==> config.mk <==
export PLATFORM = sky130hd
export DESIGN_NAME = seq_control_unit
export DESIGN_NICKNAME = d
export VERILOG_FILES = /design/src/rtl/mcu_pkg.sv /design/src/rtl/wait_timer.sv /design/src/rtl/seq_control_unit.sv
export SDC_FILE = /design/constraint.sdc
export NUM_CORES = 1
export LEC_CHECK = 0
export ABC_AREA = 1
export CORE_ASPECT_RATIO = 1.5
export CORE_MARGIN = 3
export CORE_UTILIZATION = 31
export CTS_BUF_LIST = sky130_fd_sc_hd__clkbuf_4 sky130_fd_sc_hd__clkbuf_8 sky130_fd_sc_hd__clkbuf_16
export CTS_CLUSTER_DIAMETER = 50
export CTS_CLUSTER_SIZE = 25
export DETAILED_ROUTE_END_ITERATION = 6
export SYNTH_ARGS = -nofsm -noshare
export SYNTH_HDL_FRONTEND = slang
export SYNTH_HIERARCHICAL = 1
export SYNTH_SLANG_ARGS = --single-unit
==> constraint.sdc <==
create_clock -name clk -period 1.5 [get_ports clk]
set_clock_uncertainty 0.15 [all_clocks]
set_input_delay 0.225 -clock clk [delete_from_list [all_inputs] [get_ports clk]]
set_output_delay 0.225 -clock clk [all_outputs]
set_load 0.05 [all_outputs]
==> src/rtl/mcu_pkg.sv <==
// Shared encodings for the 8-bit MCU: opcodes, ALU operations, write-back
// source selects and the sequencer state set.
package mcu_pkg;

    // Instruction opcodes (4-bit space; wider IR codes beyond 15 are illegal)
    localparam logic [3:0] OP_NOP   = 4'd0;
    localparam logic [3:0] OP_ADD   = 4'd1;
    localparam logic [3:0] OP_SUB   = 4'd2;
    localparam logic [3:0] OP_AND   = 4'd3;
    localparam logic [3:0] OP_OR    = 4'd4;
    localparam logic [3:0] OP_XOR   = 4'd5;
    localparam logic [3:0] OP_DEC   = 4'd6;
    localparam logic [3:0] OP_MOV   = 4'd7;
    localparam logic [3:0] OP_LDI   = 4'd8;
    localparam logic [3:0] OP_LOAD  = 4'd9;
    localparam logic [3:0] OP_STORE = 4'd10;
    localparam logic [3:0] OP_IN    = 4'd11;
    localparam logic [3:0] OP_OUT   = 4'd12;
    localparam logic [3:0] OP_JMP   = 4'd13;
    localparam logic [3:0] OP_JNZ   = 4'd14;
    localparam logic [3:0] OP_HLT   = 4'd15;

    // ALU operation codes
    localparam logic [3:0] ALU_PASS = 4'd0;
    localparam logic [3:0] ALU_ADD  = 4'd1;
    localparam logic [3:0] ALU_SUB  = 4'd2;
    localparam logic [3:0] ALU_AND  = 4'd3;
    localparam logic [3:0] ALU_OR   = 4'd4;
    localparam logic [3:0] ALU_XOR  = 4'd5;
    localparam logic [3:0] ALU_DEC  = 4'd6;

    // Write-back source selects
    localparam logic [1:0] WB_ALU = 2'b00;
    localparam logic [1:0] WB_MEM = 2'b01;
    localparam logic [1:0] WB_IO  = 2'b10;
    localparam logic [1:0] WB_IMM = 2'b11;

    typedef enum logic [2:0] {
        S_FETCH,
        S_DECODE,
        S_EXEC,
        S_WB,
        S_MEM_RD,
        S_MEM_WR,
        S_IO,
        S_HALT
    } state_e;

    // Register-register/immediate ALU class, all executed through EXEC
    function automatic logic is_alu_class(input logic [3:0] op);
        return (op == OP_ADD) || (op == OP_SUB) || (op == OP_AND) ||
               (op == OP_OR)  || (op == OP_XOR) || (op == OP_DEC) ||
               (op == OP_MOV);
    endfunction

    // ALU operation for an ALU-class opcode; MOV passes the operand through
    function automatic logic [3:0] alu_code(input logic [3:0] op);
        logic [3:0] code;
        case (op)
            OP_ADD:  code = ALU_ADD;
            OP_SUB:  code = ALU_SUB;
            OP_AND:  code = ALU_AND;
            OP_OR:   code = ALU_OR;
            OP_XOR:  code = ALU_XOR;
            OP_DEC:  code = ALU_DEC;
            default: code = ALU_PASS;
        endcase
        return code;
    endfunction

endpackage

==> src/rtl/wait_timer.sv <==
// Bus wait counter: cleared whenever the sequencer is not stalled on a
// request, counts stalled cycles and flags when the tolerance is used up.
module wait_timer #(
    parameter int WAIT_MAX = 15
) (
    input  logic clk,
    input  logic reset,
    input  logic clear,
    input  logic inc,
    output logic expired
);

    localparam int CW = (WAIT_MAX < 1) ? 1 : $clog2(WAIT_MAX + 1);
    localparam logic [CW-1:0] LIMIT = CW'(WAIT_MAX);

    logic [CW-1:0] count;

    assign expired = (count == LIMIT);

    // Count stalled cycles; hold at the limit (the sequencer leaves anyway)
    always_ff @(posedge clk) begin
        if (reset || clear) begin
            count <= '0;
        end else if (inc && !expired) begin
            count <= count + 1'b1;
        end
    end

endmodule

==> src/rtl/seq_control_unit.sv <==
// Multi-cycle instruction sequencer for the 8-bit MCU datapath. All strobes
// are combinational from state and inputs; the datapath acts on the next edge.
module seq_control_unit
    import mcu_pkg::*;
#(
    parameter int OP_W     = 4,
    parameter int ALU_OP_W = 4,
    parameter int WAIT_MAX = 15
) (
    input  logic                clk,
    input  logic                reset,
    input  logic [OP_W-1:0]     opcode,
    input  logic                imm_mode,
    input  logic                zero_flag,
    input  logic                mem_ready,
    input  logic                io_ready,
    output logic                reg_write,
    output logic                load_a,
    output logic                load_b,
    output logic                load_c,
    output logic                load_ir,
    output logic                load_flags,
    output logic                load_data_reg,
    output logic                mem_read,
    output logic                mem_write,
    output logic                load_pc,
    output logic                inc_pc,
    output logic                pc_sel,
    output logic                b_imm_sel,
    output logic [1:0]          mux1_sel,
    output logic [ALU_OP_W-1:0] alu_op,
    output logic                io_enable,
    output logic                io_write_enable,
    output logic                halted,
    output logic                illegal_op,
    output logic                bus_err
);

    state_e     state, next_state;
    logic [1:0] wb_sel, next_wb_sel;
    logic       err_sticky;
    logic [3:0] op;
    logic       op_bad;
    logic       waiting, ready, stall, expired, timeout;

    // Any IR bits above the 4-bit opcode space make the instruction illegal
    generate
        if (OP_W > 4) begin : g_wide_op
            assign op_bad = |opcode[OP_W-1:4];
        end else begin : g_narrow_op
            assign op_bad = 1'b0;
        end
    endgenerate

    assign op = opcode[3:0];

    // States that hold a request until the bus answers
    assign waiting = (state == S_FETCH) || (state == S_MEM_RD) ||
                     (state == S_MEM_WR) || (state == S_IO);
    assign ready   = (state == S_IO) ? io_ready : mem_ready;
    assign stall   = waiting && !ready;
    assign timeout = stall && expired;

    wait_timer #(
        .WAIT_MAX (WAIT_MAX)
    ) u_wait_timer (
        .clk     (clk),
        .reset   (reset),
        .clear   (!stall),
        .inc     (stall),
        .expired (expired)
    );

    // Next-state and write-back source selection
    always_comb begin
        next_state  = state;
        next_wb_sel = wb_sel;
        case (state)
            S_FETCH: begin
                if (timeout)        next_state = S_HALT;
                else if (mem_ready) next_state = S_DECODE;
            end
            S_DECODE: begin
                if (op_bad) begin
                    next_state = S_FETCH;
                end else if (is_alu_class(op)) begin
                    next_state = S_EXEC;
                end else begin
                    case (op)
                        OP_HLT:   next_state = S_HALT;
                        OP_LDI: begin
                            next_state  = S_WB;
                            next_wb_sel = WB_IMM;
                        end
                        OP_LOAD:  next_state = S_MEM_RD;
                        OP_STORE: next_state = S_MEM_WR;
                        OP_IN,
                        OP_OUT:   next_state = S_IO;
                        default:  next_state = S_FETCH;
                    endcase
                end
            end
            S_EXEC: begin
                next_state  = S_WB;
                next_wb_sel = WB_ALU;
            end
            S_WB: next_state = S_FETCH;
            S_MEM_RD: begin
                if (timeout) begin
                    next_state = S_HALT;
                end else if (mem_ready) begin
                    next_state  = S_WB;
                    next_wb_sel = WB_MEM;
                end
            end
            S_MEM_WR: begin
                if (timeout)        next_state = S_HALT;
                else if (mem_ready) next_state = S_FETCH;
            end
            S_IO: begin
                if (timeout) begin
                    next_state = S_HALT;
                end else if (io_ready) begin
                    if (op == OP_OUT) begin
                        next_state = S_FETCH;
                    end else begin
                        next_state  = S_WB;
                        next_wb_sel = WB_IO;
                    end
                end
            end
            S_HALT:  next_state = S_HALT;
            default: next_state = S_FETCH;
        endcase
    end

    // Datapath strobes; everything is held low while reset is asserted
    always_comb begin
        reg_write       = 1'b0;
        load_a          = 1'b0;
        load_b          = 1'b0;
        load_c          = 1'b0;
        load_ir         = 1'b0;
        load_flags      = 1'b0;
        load_data_reg   = 1'b0;
        mem_read        = 1'b0;
        mem_write       = 1'b0;
        load_pc         = 1'b0;
        inc_pc          = 1'b0;
        pc_sel          = 1'b0;
        b_imm_sel       = 1'b0;
        mux1_sel        = WB_ALU;
        alu_op          = '0;
        io_enable       = 1'b0;
        io_write_enable = 1'b0;
        halted          = 1'b0;
        illegal_op      = 1'b0;
        if (!reset) begin
            case (state)
                S_FETCH: begin
                    mem_read = 1'b1;
                    load_ir  = mem_ready;
                    inc_pc   = mem_ready;
                end
                S_DECODE: begin
                    if (op_bad) begin
                        illegal_op = 1'b1;
                    end else if (op == OP_JMP) begin
                        load_pc = 1'b1;
                        pc_sel  = imm_mode;
                    end else if (op == OP_JNZ) begin
                        load_pc = !zero_flag;
                        pc_sel  = imm_mode && !zero_flag;
                    end
                end
                S_EXEC: begin
                    load_a     = 1'b1;
                    load_b     = !imm_mode;
                    b_imm_sel  = imm_mode;
                    load_c     = 1'b1;
                    alu_op     = ALU_OP_W'(alu_code(op));
                    load_flags = (op != OP_MOV);
                end
                S_WB: begin
                    reg_write = 1'b1;
                    mux1_sel  = wb_sel;
                end
                S_MEM_RD: begin
                    mem_read      = 1'b1;
                    load_data_reg = mem_ready;
                end
                S_MEM_WR: mem_write = 1'b1;
                S_IO: begin
                    io_enable       = 1'b1;
                    io_write_enable = (op == OP_OUT);
                    load_data_reg   = io_ready && (op != OP_OUT);
                end
                S_HALT:  halted = 1'b1;
                default: ;
            endcase
        end
    end

    assign bus_err = err_sticky && !reset;

    // State, latched write-back source and sticky bus fault
    always_ff @(posedge clk) begin
        if (reset) begin
            state      <= S_FETCH;
            wb_sel     <= WB_ALU;
            err_sticky <= 1'b0;
        end else begin
            state  <= next_state;
            wb_sel <= next_wb_sel;
            if (timeout) err_sticky <= 1'b1;
        end
    end

endmodule

==> results.toml, run 1 <==
[status]
status = "finished, violations left"
violations = "setup timing"

[finish]
finalInstanceArea_mm2 = 0.00228
fin_nets = 254
areaGrowthSynthToFinish_pct = 129
drive_above_1_share_pct = 60.7
antenna_cells = 0

[pwr]
p_total_mw = 1.69
leakagePower_nw = 1.04
ir_drop_mv = 0.725
power-per-cell-area_mw_per_mm2 = 744

[worst_setup_path]
arrival_ps = 1500
crit_type = "reg -> out"
end_kind = "output port"
start_kind = "register"
worstPathRequired_ps = 1120
critPathMaxFanout = 3

[drt]
dr.pass1.iters = 4
vias = 1306
vias_per_cell = 4.65
drc_errors = 0
wl_per_cell_um = 12.6
ant_nets = 0
drt-initial-drc-count = 14
drt_wl_total_um = 3540

[logic_synthesis]
yosys.area.top_type = "dfxtp_1"
async_flop_share_pct = 0
yosysMostFrequentCell = "nor2_1"
synth_edf_count = 0
synth_top_area_share_pct = 20.1
synth_ff_type = "dfxtp_1"
syn_inst = 164
yosysWarnings = 6
yosys-top-cells-area = "dfxtp_1 20%, nor2_1 13%, inv_1 11%"
ys_seq_area_share_pct = 20.1
yosys-top-cells-count = "34 x nor2_1, 28 x inv_1, 25 x nand2_1, 10 x dfxtp_1, 10 x nand3_1"
synth_cell_types = 27
syn_avg_cell_area_um2 = 6.07
ys_ff_latch = 10
netlist_area_um2 = 995

[clock_network]
cts_root_buffer = "clkbuf_8"
postCtsHoldBufs = 0
htreeDepth = 1
numCtsBuffers = 3
clkTransAtPathRegs_ps = 50
cts_sinks = 10
clock_latency_ps = 240
cts_tree = "done"
clock_path_buffers = 2

[placed_design]
place_congestion = 0.828
hpwl_um = 2700
place_ws_ps = -435
postPlaceCellArea_mm2 = 0.00196
port_buffers = 31

[timing]
min_period_ps = 1870
period_share_pct = 125
finalSetupViolCount = 28
slew_violations = 0
fmax_mhz = 535
rsz0062_at_grt = "true"
fin_ws_ps = -371
fin_hold_ws_ps = 357
finalHoldViolCount = 0

[global_routing]
antenna_found_initial = 0
gr-max-usage-layer = "met2"
grt_pass1_wl_um = 5650
grt_max_degree = 8
grt_overflow_total = 0
grt_util_met1_pct = 19.0
grt_pass1_vias = 1359
grt_usage_pct = 18.6
grtUsageMet3_pct = 1.76
grtUsageMet2_pct = 38.3

[hold_path]
hp-class = "reg -> reg"

[die]
dieHeight_um = 75.4
core_mm2 = 0.00300
die_area_mm2 = 0.00394
die_w_um = 52.3
start_util_pct = 33.1
row_count = 24
io_pins = 34

[run]
maxCapViolations = 0
-- worst max-delay path, stage by stage (launching register included) --
cell and delay, ps:
dfxtp_2 320, inv_2 70, nand2_4 50, nor2_2 120, inv_2 60, nor2_4 130
inv_4 60, a2111oi_4 250, buf_12 180
-- power by group --
group | switching (mW) | total, mW | leakage (nW) | internal [mW]
clock | 0.108 | 0.339 | 0.0288 | 0.231
combinational | 0.558 | 1.03 | 0.927 | 0.470
sequential | 0.0235 | 0.326 | 0.0833 | 0.302
-- sequential cells by signal, summed over array words and instances (netlist names) --
register / cells
err_sticky: 1
state: 3
u_wait_timer/count: 4
wb_sel: 2
-- worst paths after layout --
check	startpoint	end	slack, ps	cells past startpoint
worst max-delay path	state[0]	alu_op[0]	-370	8
worst min register to register	wb_sel[0]	wb_sel[0]	360	2
worst min-delay path	wb_sel[0]	wb_sel[0]	360	2
worst max register to register	state[0]	wb_sel[0]	-130	11
-- layer usage --
| layer | routed length, um | vias to the layer above | share of wire, % |
|---|---|---|---|
| met5 | 0 | - | 0 |
| met4 | 91 | 0 | 2.6 |
| met3 | 120 | 9 | 3.4 |
| met2 | 2060 | 36 | 58 |
| met1 | 1270 | 595 | 36 |
| li1 | - | 666 | - |
-- cell type report --
cell class | instances | area (um2)
Multi-Input combinational cell | 116 | 926
Timing Repair Buffer | 79 | 906
Fill cell | 220 | 727
Sequential cell | 10 | 209
Inverter | 33 | 131
Clock buffer | 4 | 55.1
Tap cell | 39 | 48.8
-- cells in the final DEF, fill, tap and decap left out, types with 3 or more instances in the layout --
| master | netlist | final |
|---|---|---|
| nand3_1 | 10 | 8 |
| nand2_1 | 25 | 17 |
| buf_6 | 1 | 7 |
| dfxtp_1 | 10 | 7 |
| inv_1 | 28 | 20 |
| clkdlybuf4s50_1 | 0 | 3 |
| dlygate4sd2_1 | 0 | 5 |
| nand4_1 | 3 | 3 |
| nor3_4 | 0 | 3 |
| buf_4 | 4 | 41 |
| buf_12 | 0 | 22 |
| nor2_4 | 0 | 17 |
| inv_2 | 4 | 11 |
| clkbuf_8 | 0 | 4 |
| o21ai_1 | 3 | 3 |
| a21oi_1 | 7 | 5 |
| nand2_4 | 2 | 6 |
| nor2_1 | 34 | 18 |
| o21ai_2 | 0 | 4 |
| nand2_2 | 7 | 11 |
-- per-stage QoR --
step	util, %	std cells	TNS [ps]
after floorplan	-	165	-3790
after global placement	65.4	266	-8110
after detailed placement	65.4	266	-8810
after CTS	73.6	278	-5820
after global routing	75.8	281	-8260
final	75.8	281	-5830
-- logic make-up (layout without fill, tap and decap cells) --
kind of cell    after synthesis  count (layout)  synth area share (%)
other cells                   1               2                 0.377
compound gates               21              21                  13.5
buf+inv                      39             116                  17.5
flops                        10              10                  20.1
fa+ha+maj                     1               1                  1.26
simple gates                 92              92                  47.3
-- timing repair --
item	in CTS	in global routing
setup endpoints to repair	32	32
resized for setup	54	14
pin swaps	12	17
buffers inserted	8	4
Power figures use the tool's default switching activity.
==> run 2, diff against run 1 <==
RECOVER_POWER = 50   (was not set)
clock period = 1.9 ns   (was 1.5 ns; I/O delays follow)
==> results.toml, run 2 (synthesis gave the netlist of run 1 again) <==
[status]
status = "finished, violations left"
violations = "setup timing"

[timing]
finalSetupViolCount = 1
period_share_pct = 101
tns_ps = -11.4
slew_violations = 0
finalHoldViolCount = 0
relSlewSlack_pct = 66.0
fin_ws_ps = -11.4
rsz0062_at_grt = "true"
min_period_ps = 1910
worst_pin_slew_ps = 509
fmax_mhz = 523

[placed_design]
place_congestion = 0.907
port_buffers = 31
place_ws_ps = -200
hpwl_um = 2320

[clock_network]
postCtsHoldBufs = 0
htreeDepth = 1
cts_root_buffer = "clkbuf_8"
clkTransAtPathRegs_ps = 40
cts_tree = "done"
numCtsBuffers = 3
clock_path_buffers = 2
cts_sinks = 10
clock_latency_ps = 230

[finish]
largest_reg_flops = 4
antenna_cells = 0
regMostFlops = "u_wait_timer/count"
fillerInstances = 299
areaGrowthSynthToFinish_pct = 80.3
final_cell_mix = "25 x inv_1, 25 x nor2_1, 23 x nand2_1"
reg.largest.list = "u_wait_timer/count (4), state (3), wb_sel (2)"
fin_nets = 226
drive_above_1_share_pct = 42.3

[drt]
ant_nets = 0
wl_per_cell_um = 11.2
drt_wl_total_um = 2830
vias = 1172
drt-initial-drc-count = 25
drc_errors = 0
vias_per_cell = 4.65
dr.pass1.iters = 4

[die]
row_count = 24
start_util_pct = 33.1
die_w_um = 52.3
io_pins = 34
dieHeight_um = 75.4
core_mm2 = 0.00300
die_area_mm2 = 0.00394

[global_routing]
grt_max_degree = 12
grt_pass1_vias = 1184
grt_pass1_wl_um = 4820
grt_usage_pct = 15.9
antenna_found_initial = 0
grt_overflow_total = 0

[pwr]
leakagePower_nw = 0.849
ir_drop_mv = 0.518
comb_power_share_pct = 53.9
power-per-cell-area_mw_per_mm2 = 579
p_int_mw = 0.607
p_seq_share_pct = 26.0
p_clk_share_pct = 20.1
swShare_pct = 41.6
power_switching_mw = 0.432

[run]
maxCapViolations = 0

[worst_setup_path]
arrival_ps = 1480
worstPathRequired_ps = 1460
end_kind = "output port"
crit_type = "in -> out"
cpLargestDelayFamily = "buffers and inverters"
cpPeakStageDelay_ps = 450
critPathMaxFanout = 4
start_kind = "input pin"
crit_path_cell_trace = "clkdlybuf4s50_1 > buf_6 > a2111oi_4 > buf_12"
crit_slowest_cell = "clkdlybuf4s50_1"
path_buf_inv = 3

[hold_path]
hp-class = "reg -> reg"
[run 2: changes by cell type in the layout (fill, tap and decap cells not counted), sizes merged]
cell           delta
dlymetal6s2s      +1
dlygate4sd2       -1
clkbuf            -1
buf              -30
clkdlybuf4s50     +2
[run 2: power groups by stage]
stage	combinational (mW)	clock, mW	sequential (mW)
after floorplan	0.357	0	0.261
after global placement	0.534	0	0.268
after detailed placement	0.546	0	0.269
after CTS	0.573	0.218	0.268
after global routing	0.608	0.227	0.274
final	0.560	0.209	0.270
[run 2: timing repair]
item	4_1_cts	5_1_grt
resized for setup	17	7
setup buffers	3	3
endpoints found under the hold margin	0	0
pin swaps	3	1
endpoints found under the setup margin	16	11
[run 2: per-stage QoR]
stage          hold WS [ps]  power [mW]  instances  util (%)  cell area (um2)
4_1_cts                 309        1.06        249      60.4             1810
2_1_floorplan           280       0.617        165         -             1080
5_1_grt                 329        1.11        252      59.7             1790
3_3_place_gp            296       0.803        243      57.2             1720
6_report                306        1.04        252      59.7             1790
3_5_place_dp            303       0.815        243      57.2             1720
[run 2: layout make-up]
class	count	area [um2]	area share [%]
inverter	33	136	7.61
tap	39	48.8	2.72
sequential	10	209	11.7
multi-input combinational	116	699	39.0
clock buffer	3	41.3	2.30
timing repair buffer	51	658	36.7
[run 2: worst min-delay path: cells and delay by family (launching register included)]
kind,cells,cell delay [ps]
AOI/OAI and AO/OA,1,60
buffers and inverters,1,60
DFF,1,290
[run 2: final timing paths]
check,start,end,slack (ps),cells after the start
min,err_sticky,err_sticky,310,2
min reg2reg,err_sticky,err_sticky,310,2
max reg2reg,state[0],state[0],100,11
max,opcode[2],alu_op[0],-10,4
[run 2: metal layers]
layer  GRT usage [%]  share of wire (%)  up-vias  wire, um
met5               0                  0        -         0
li1                -                  -      601         -
met4            2.84               0.28        0         8
met3            4.11                4.6        2       130
met2            33.1                 59       27      1670
met1            15.2                 36      542      1020
==> run 3, diff against run 2 <==
CAP_MARGIN = 10   (was not set)
==> results of run 3 <==
The final DEF is identical to that of run 2; final timing and power are the same.
